<file path="src/rtl/rhs2116_cmd_scheduler.sv">
// rhs2116_cmd_scheduler
//   Command scheduler between host/config logic and the RHS2116 SPI frame
//   engine (clk_spi domain). Runs a continuous CONVERT sweep over channels
//   0..NUM_CH-1, slips host WRITE/READ words in only at sweep boundaries,
//   tags every returned word with the command that produced it (the chip
//   answers LAT frames late) and flushes the pipeline with dummy reads when
//   the sweep is disabled.
//
// Ports
//   clk_spi, rst_n          clock, asynchronous active-low reset
//   enable                  sweep enable (sampled only when a frame completes)
//   cfg_valid/cfg_word      pending host command, word held while valid
//   cfg_ready               pulse in the cycle the host word is handed over
//   cmd_valid/cmd_word      command offered to the frame engine
//   cmd_ready               engine accepts the offered command
//   rsp_valid/rsp_word      frame completed, MISO word
//   res_valid/res_data      tagged result pulse and its data
//   res_is_cfg/res_chan     origin tag of the result
//   sweep_done              result of channel NUM_CH-1 delivered
//   busy                    scheduler not idle
//
// state   | meaning
// --------+-------------------------------------------------------------
// S_IDLE  | no command outstanding, waiting for enable
// S_ISSUE | offering a real command (CONVERT or host word)
// S_WAIT  | one command accepted, waiting for its frame to complete
// S_FLUSH | offering a DUMMY_CMD to push the last real results out
module rhs2116_cmd_scheduler #(
  parameter int          NUM_CH    = 16,
  parameter int          CFG_MAX   = 4,
  parameter int          LAT       = 2,
  parameter logic [31:0] DUMMY_CMD = 32'hE8FF0000
) (
  input  logic        clk_spi,
  input  logic        rst_n,
  input  logic        enable,
  input  logic        cfg_valid,
  input  logic [31:0] cfg_word,
  output logic        cfg_ready,
  output logic        cmd_valid,
  output logic [31:0] cmd_word,
  input  logic        cmd_ready,
  input  logic        rsp_valid,
  input  logic [31:0] rsp_word,
  output logic        res_valid,
  output logic [31:0] res_data,
  output logic        res_is_cfg,
  output logic [3:0]  res_chan,
  output logic        sweep_done,
  output logic        busy
);

  localparam int               CNT_W     = $clog2(CFG_MAX + 1);
  localparam int               FL_W      = $clog2(LAT + 1);
  localparam logic [3:0]       LAST_CH   = 4'(NUM_CH - 1);
  localparam logic [CNT_W-1:0] CFG_MAX_C = CNT_W'(CFG_MAX);
  localparam logic [FL_W-1:0]  LAT_C     = FL_W'(LAT);

  typedef enum logic [1:0] {S_IDLE, S_ISSUE, S_WAIT, S_FLUSH} state_t;

  typedef struct packed {
    logic       valid;
    logic       is_cfg;
    logic [3:0] chan;
  } tag_t;

  state_t            state;
  logic [3:0]        chan;
  logic              cur_is_cfg;
  logic [CNT_W-1:0]  cfg_cnt;
  logic [FL_W-1:0]   flush_cnt;
  logic              flushing;
  // hist[0] is the newest accepted command, hist[LAT] the one whose result
  // arrives with the next completed frame.
  tag_t [LAT:0]      hist;

  logic              handshake;
  logic              at_boundary;
  tag_t              issue_tag;
  tag_t              res_tag;

  function automatic logic [31:0] convert_word(input logic [3:0] c);
    return {2'b00, 1'b0, 1'b0, 1'b1, 1'b0, 4'b0000, 2'b00, c, 16'h0000};
  endfunction

  assign handshake   = cmd_valid && cmd_ready;
  assign at_boundary = cur_is_cfg || (chan == LAST_CH);
  assign issue_tag   = '{valid: 1'b1, is_cfg: cur_is_cfg,
                         chan: (cur_is_cfg ? 4'd0 : chan)};
  assign res_tag     = hist[LAT];
  assign cfg_ready   = handshake && (state == S_ISSUE) && cur_is_cfg;
  assign busy        = (state != S_IDLE);

  always_ff @(posedge clk_spi or negedge rst_n) begin
    if (!rst_n) begin
      state      <= S_IDLE;
      cmd_valid  <= 1'b0;
      cmd_word   <= '0;
      res_valid  <= 1'b0;
      res_data   <= '0;
      res_is_cfg <= 1'b0;
      res_chan   <= '0;
      sweep_done <= 1'b0;
      chan       <= '0;
      cur_is_cfg <= 1'b0;
      cfg_cnt    <= '0;
      flush_cnt  <= '0;
      flushing   <= 1'b0;
      hist       <= '0;
    end else begin
      res_valid  <= 1'b0;
      sweep_done <= 1'b0;
      case (state)
        S_IDLE: begin
          if (enable) begin
            state      <= S_ISSUE;
            cmd_valid  <= 1'b1;
            cmd_word   <= convert_word(chan);
            cur_is_cfg <= 1'b0;
          end
        end

        S_ISSUE: begin
          if (handshake) begin
            cmd_valid <= 1'b0;
            hist      <= {hist[LAT-1:0], issue_tag};
            state     <= S_WAIT;
          end
        end

        S_FLUSH: begin
          if (handshake) begin
            cmd_valid <= 1'b0;
            // dummy frames carry an invalid tag so their results are dropped
            hist      <= {hist[LAT-1:0], tag_t'('0)};
            flush_cnt <= flush_cnt + FL_W'(1);
            state     <= S_WAIT;
          end
        end

        S_WAIT: begin
          if (rsp_valid) begin
            if (res_tag.valid) begin
              res_valid  <= 1'b1;
              res_data   <= rsp_word;
              res_is_cfg <= res_tag.is_cfg;
              res_chan   <= res_tag.chan;
              sweep_done <= !res_tag.is_cfg && (res_tag.chan == LAST_CH);
            end

            if (flushing) begin
              if (flush_cnt == LAT_C) begin
                state     <= S_IDLE;
                flushing  <= 1'b0;
                flush_cnt <= '0;
                hist      <= '0;
                chan      <= '0;
                cfg_cnt   <= '0;
              end else begin
                state     <= S_FLUSH;
                cmd_valid <= 1'b1;
                cmd_word  <= DUMMY_CMD;
              end
            end else if (!enable) begin
              // enable is latched here; re-asserting it cannot abort the flush
              flushing  <= 1'b1;
              state     <= S_FLUSH;
              cmd_valid <= 1'b1;
              cmd_word  <= DUMMY_CMD;
            end else begin
              state     <= S_ISSUE;
              cmd_valid <= 1'b1;
              if (!at_boundary) begin
                chan       <= chan + 4'd1;
                cur_is_cfg <= 1'b0;
                cmd_word   <= convert_word(chan + 4'd1);
              end else if (cfg_valid && (cfg_cnt < CFG_MAX_C)) begin
                // host word is captured now so the offer stays stable
                cur_is_cfg <= 1'b1;
                cmd_word   <= cfg_word;
                cfg_cnt    <= cfg_cnt + CNT_W'(1);
              end else begin
                cfg_cnt    <= '0;
                chan       <= '0;
                cur_is_cfg <= 1'b0;
                cmd_word   <= convert_word(4'd0);
              end
            end
          end
        end

        default: state <= S_IDLE;
      endcase
    end
  end

endmodule

</file>
<file path="config.mk">
export PLATFORM = sky130hd
export DESIGN_NAME = rhs2116_cmd_scheduler
export DESIGN_NICKNAME = d
export VERILOG_FILES = /design/src/rtl/rhs2116_cmd_scheduler.sv
export SDC_FILE = /design/constraint.sdc
export NUM_CORES = 1
export LEC_CHECK = 0
export ABC_AREA = 1
export CORE_MARGIN = 4
export CORE_UTILIZATION = 30
export CTS_BUF_LIST = sky130_fd_sc_hd__clkbuf_4 sky130_fd_sc_hd__clkbuf_8
export DETAILED_ROUTE_END_ITERATION = 16
export GPL_ROUTABILITY_DRIVEN = 0
export GPL_TIMING_DRIVEN = 0
export PLACE_DENSITY = 0.59
export SYNTH_ARGS = -nofsm -noshare
export SYNTH_HDL_FRONTEND = slang
export SYNTH_SLANG_ARGS = --single-unit
</file>
<file path="constraint.sdc">
create_clock -name clk_spi -period 2.2 [get_ports clk_spi]
set_input_delay 0.22 -clock clk_spi [delete_from_list [all_inputs] [get_ports clk_spi]]
set_output_delay 0.22 -clock clk_spi [all_outputs]
set_load 0.02 [all_outputs]
</file>
==> reports/summary.txt, run 1 <==
result of the run -> finished, final reports clean
input/output buffers -> 143
post-place setup slack -> 0.196 ns
number of max-slew violations in the final report -> 0
count of synthesis-stage warnings from yosys -> 0
vias in the first global route -> 3700
power density cells -> 994 nW/um2
gr usage total -> 0.133
Mean Syn Cell Area -> 8.46 um2
number of distinct library cell variants in the gate-level netlist after synthesis -> 21
share of the synthesized area in compound gates (AO/OA/AOI/OAI) -> 0.0448
worst slew slack as a fraction of its limit -> 0.557
largest fanout of any net on the critical path -> 9
delay of the slowest cell on the worst path -> 0.68 ns
commonest non-fill, non-tap cell in the layout -> nand2_1
DIE WIDTH -> 129 um
TritonCTS clock tree -> done
final number of setup-violating endpoints -> 0
slew at the pin closest to its max-slew limit -> 0.665 ns
kind of cell adding the most delay to the critical path -> buffers and inverters
DRC viols -> 0
number of buffers on the longest clock path -> 2
DRT Pass-1 Iters -> 4
Tcrit/Tclk final -> 0.883
detail-routed via count per cell -> 4.49
CP required -> 1.98 ns
clock-pin slew on the worst setup and hold paths -> 0.10 ns
P&R area growth vs syn -> 43.0%
shortest period the worst path allows -> 1.94 ns
cell leakage power -> 3.00 nW
clk sink count -> 103
share of final-layout standard cells stronger than drive strength 1 -> 0.0695
final worst-path setup slack -> 0.258 ns
number of synthesized register bits -> 103
final-layout fill cell count -> 1368
cell area after synthesis -> 4360 um2
global-route wire length before repair -> 18000 um
Crit path arrival time -> 1.72 ns
WL final -> 11100 um
initial antenna violation count -> 0
leading cell types in the layout, fill and taps excluded -> 278 x nand2_1, 141 x clkdlybuf4s50_1, 103 x dfrtp_1
timing-limited maximum frequency -> 0.515 GHz
nature of the critical path startpoint -> flip-flop
detailed-route wire length per cell -> 13.0 um
Final Power -> 0.00619 W
largest cells by area after synthesis -> dfrtp_1 59%, nand2_1 24%, o21ai_0 2.9%
Detailed Place HPWL -> 8280 um
Root Buffer -> clkbuf_8
number of nets in the layout -> 744
biggest area consumer among synthesized cells -> dfrtp_1
placeable core area -> 14000 um2
multiplexer fraction of the synthesized cell area -> 0
worst hold path class -> in2reg
Crit. End Element -> output pin
final hold violations -> 0
slowest stage cell, crit path -> clkdlybuf4s50_1
post-synthesis sequential area ratio -> 0.592
total buffers and inverters traversed by the critical path -> 3
worst-case vdd ir drop -> 456 uV
ordered cell list for the critical path -> buf_4 -> nor2_1 -> inv_1 -> clkdlybuf4s50_1
post-synth top area share -> 0.592
diode count -> 0
synthesized-area fraction occupied by adder cells -> 0.00862
starting density of the core -> 0.310
area of the die -> 16500 um2
RSZ-0062 raised after global routing -> no
synthesized-area fraction occupied by xor and xnor cells -> 0
remaining antenna violation count -> 0
clock latency of the later-clocked register in the worst-skew pair -> 0.37 ns
simple-gate portion of the synthesized area -> 0.306
main combinational cell family by area after synthesis -> simple AND/OR/NAND/NOR gates
largest net degree at the start of global routing -> 54
TritonCTS Buffers -> 9
reg2reg setup slack -> 0.47 ns
total via count after detailed routing -> 3846
number of standard-cell rows in the floorplan -> 43
GRT overflow -> 0
number of cells produced by synthesis -> 515
DIE HEIGHT -> 129 um
number of max-cap violations -> 0
Post-Syn Nets -> 588
iteration-0 DRC count of the detailed router -> 232
Crit Path Class -> reg2out
Worst Skew -> 0.00876 ns
Top-Level Pins -> 144
Clock H-tree levels -> 3
[where the power goes]
| group | leakage [nW] | internal [W] | switching [W] | total (W) |
|---|---|---|---|---|
| combinational | 1.52 | 0.00110 | 0.00144 | 0.00254 |
| sequential | 1.39 | 0.00229 | 0.000243 | 0.00253 |
| clock | 0.0914 | 0.000450 | 0.000666 | 0.00112 |
[sequential cells by signal (all words and copies together), names as in the netlist]
signal and cells:
res_valid 1, chan 4, state 2, flush_cnt 2
flushing 1, hist 18, cur_is_cfg 1, res_data 32
res_chan 4, cmd_word 32, sweep_done 1, cmd_valid 1
res_is_cfg 1, cfg_cnt 3
[worst register-to-register path, cell delays in order (launching register included)]
cell and delay (ns):
dfrtp_1 0.47, ha_1 0.23, nand3_1 0.08, nand2_1 0.19, nand3_1 0.17, nor2_2 0.19
buf_4 0.20, a21oi_1 0.07
[metal layers]
layer  vias up  global-route usage  wire, um
li1       1925                   -         -
met1      1772               0.180      5120
met2       138               0.200      4770
met3        11              0.0540      1080
met4         0              0.0377       129
met5         -                   0         0
[cell usage after synthesis]
| cell type | instances |
|---|---|
| buf_2 | 11 |
| buf_6 | 5 |
| nand2_2 | 1 |
| a21oi_1 | 7 |
| nor2_4 | 2 |
| o21ai_0 | 25 |
| nand4_4 | 1 |
| nand3_2 | 2 |
| clkbuf_1 | 3 |
| nor2_1 | 17 |
| inv_1 | 17 |
| nand2_1 | 278 |
| buf_4 | 3 |
| nor2_2 | 2 |
| or2_2 | 1 |
| nand3_1 | 20 |
| ha_1 | 3 |
| inv_2 | 1 |
| dfrtp_1 | 103 |
| nand4_1 | 6 |
| o21ai_1 | 7 |
[through the flow]
| stage | setup TNS (ns) | cells | cell area [um2] | hold slack, ns | util |
|---|---|---|---|---|---|
| finish | 0 | 856 | 6230 | 0.378 | 0.444 |
| global route | 0 | 856 | 6230 | 0.350 | 0.444 |
| CTS | 0 | 856 | 6230 | 0.349 | 0.444 |
| detailed placement | 0 | 839 | 6040 | 0.302 | 0.430 |
| global placement | -307.07 | 838 | 6010 | 0.455 | 0.428 |
| floorplan | 0 | 515 | 4360 | -0.0756 | - |
[timing repair]
item                                   in CTS  in global routing
hold buffers                                1                  0
buffers inserted                            0                  0
resized for setup                           1                  0
endpoints found under the hold margin      50                  0
setup endpoints to repair                   1                  0
[layout make-up]
type | count | area [um2] | area share
sequential | 103 | 2580 | 0.414
multi-input combinational | 372 | 1570 | 0.252
timing repair buffer | 145 | 1470 | 0.235
tap | 180 | 225 | 0.0362
buffer | 22 | 145 | 0.0233
clock buffer | 11 | 139 | 0.0223
inverter | 18 | 67.6 | 0.0108
clock inverter | 5 | 42.5 | 0.00683
[path summary, 6_finish.rpt]
check                        startpoint            to  cells after the start
setup / recovery               state[0]          busy                      4
hold / removal             cfg_word[12]  cmd_word[12]                      3
setup reg to reg                chan[0]  cmd_word[27]                      7
hold reg to reg             res_chan[2]   res_chan[2]                      2
max in group asynchronous         rst_n  cmd_word[14]                      3
min in group asynchronous         rst_n   res_data[1]                      2
[cell families after synthesis]
logic type	after synthesis
buffers and inverters	40
AOI/OAI and AO/OA	39
DFF	103
and+or+nand+nor	330
adders and majority gates	3
(Power assumes the default switching activity.)
==> run 2, diff against run 1 <==
--- a/config.mk
+++ b/config.mk
@@ -16,3 +16,4 @@
 export SYNTH_ARGS = -nofsm -noshare
 export SYNTH_HDL_FRONTEND = slang
 export SYNTH_SLANG_ARGS = --single-unit
+export TNS_END_PERCENT = 100
==> results of run 2 <==
The final DEF is identical to that of run 1; final timing and power are the same.
==> run 3, diff against run 2 <==
--- a/config.mk
+++ b/config.mk
@@ -12,6 +12,7 @@
 export DETAILED_ROUTE_END_ITERATION = 16
 export GPL_ROUTABILITY_DRIVEN = 0
 export GPL_TIMING_DRIVEN = 0
+export HOLD_SLACK_MARGIN = 0.03
 export PLACE_DENSITY = 0.59
 export SYNTH_ARGS = -nofsm -noshare
 export SYNTH_HDL_FRONTEND = slang
==> results of run 3 <==
The final DEF is identical to that of run 1; final timing and power are the same.
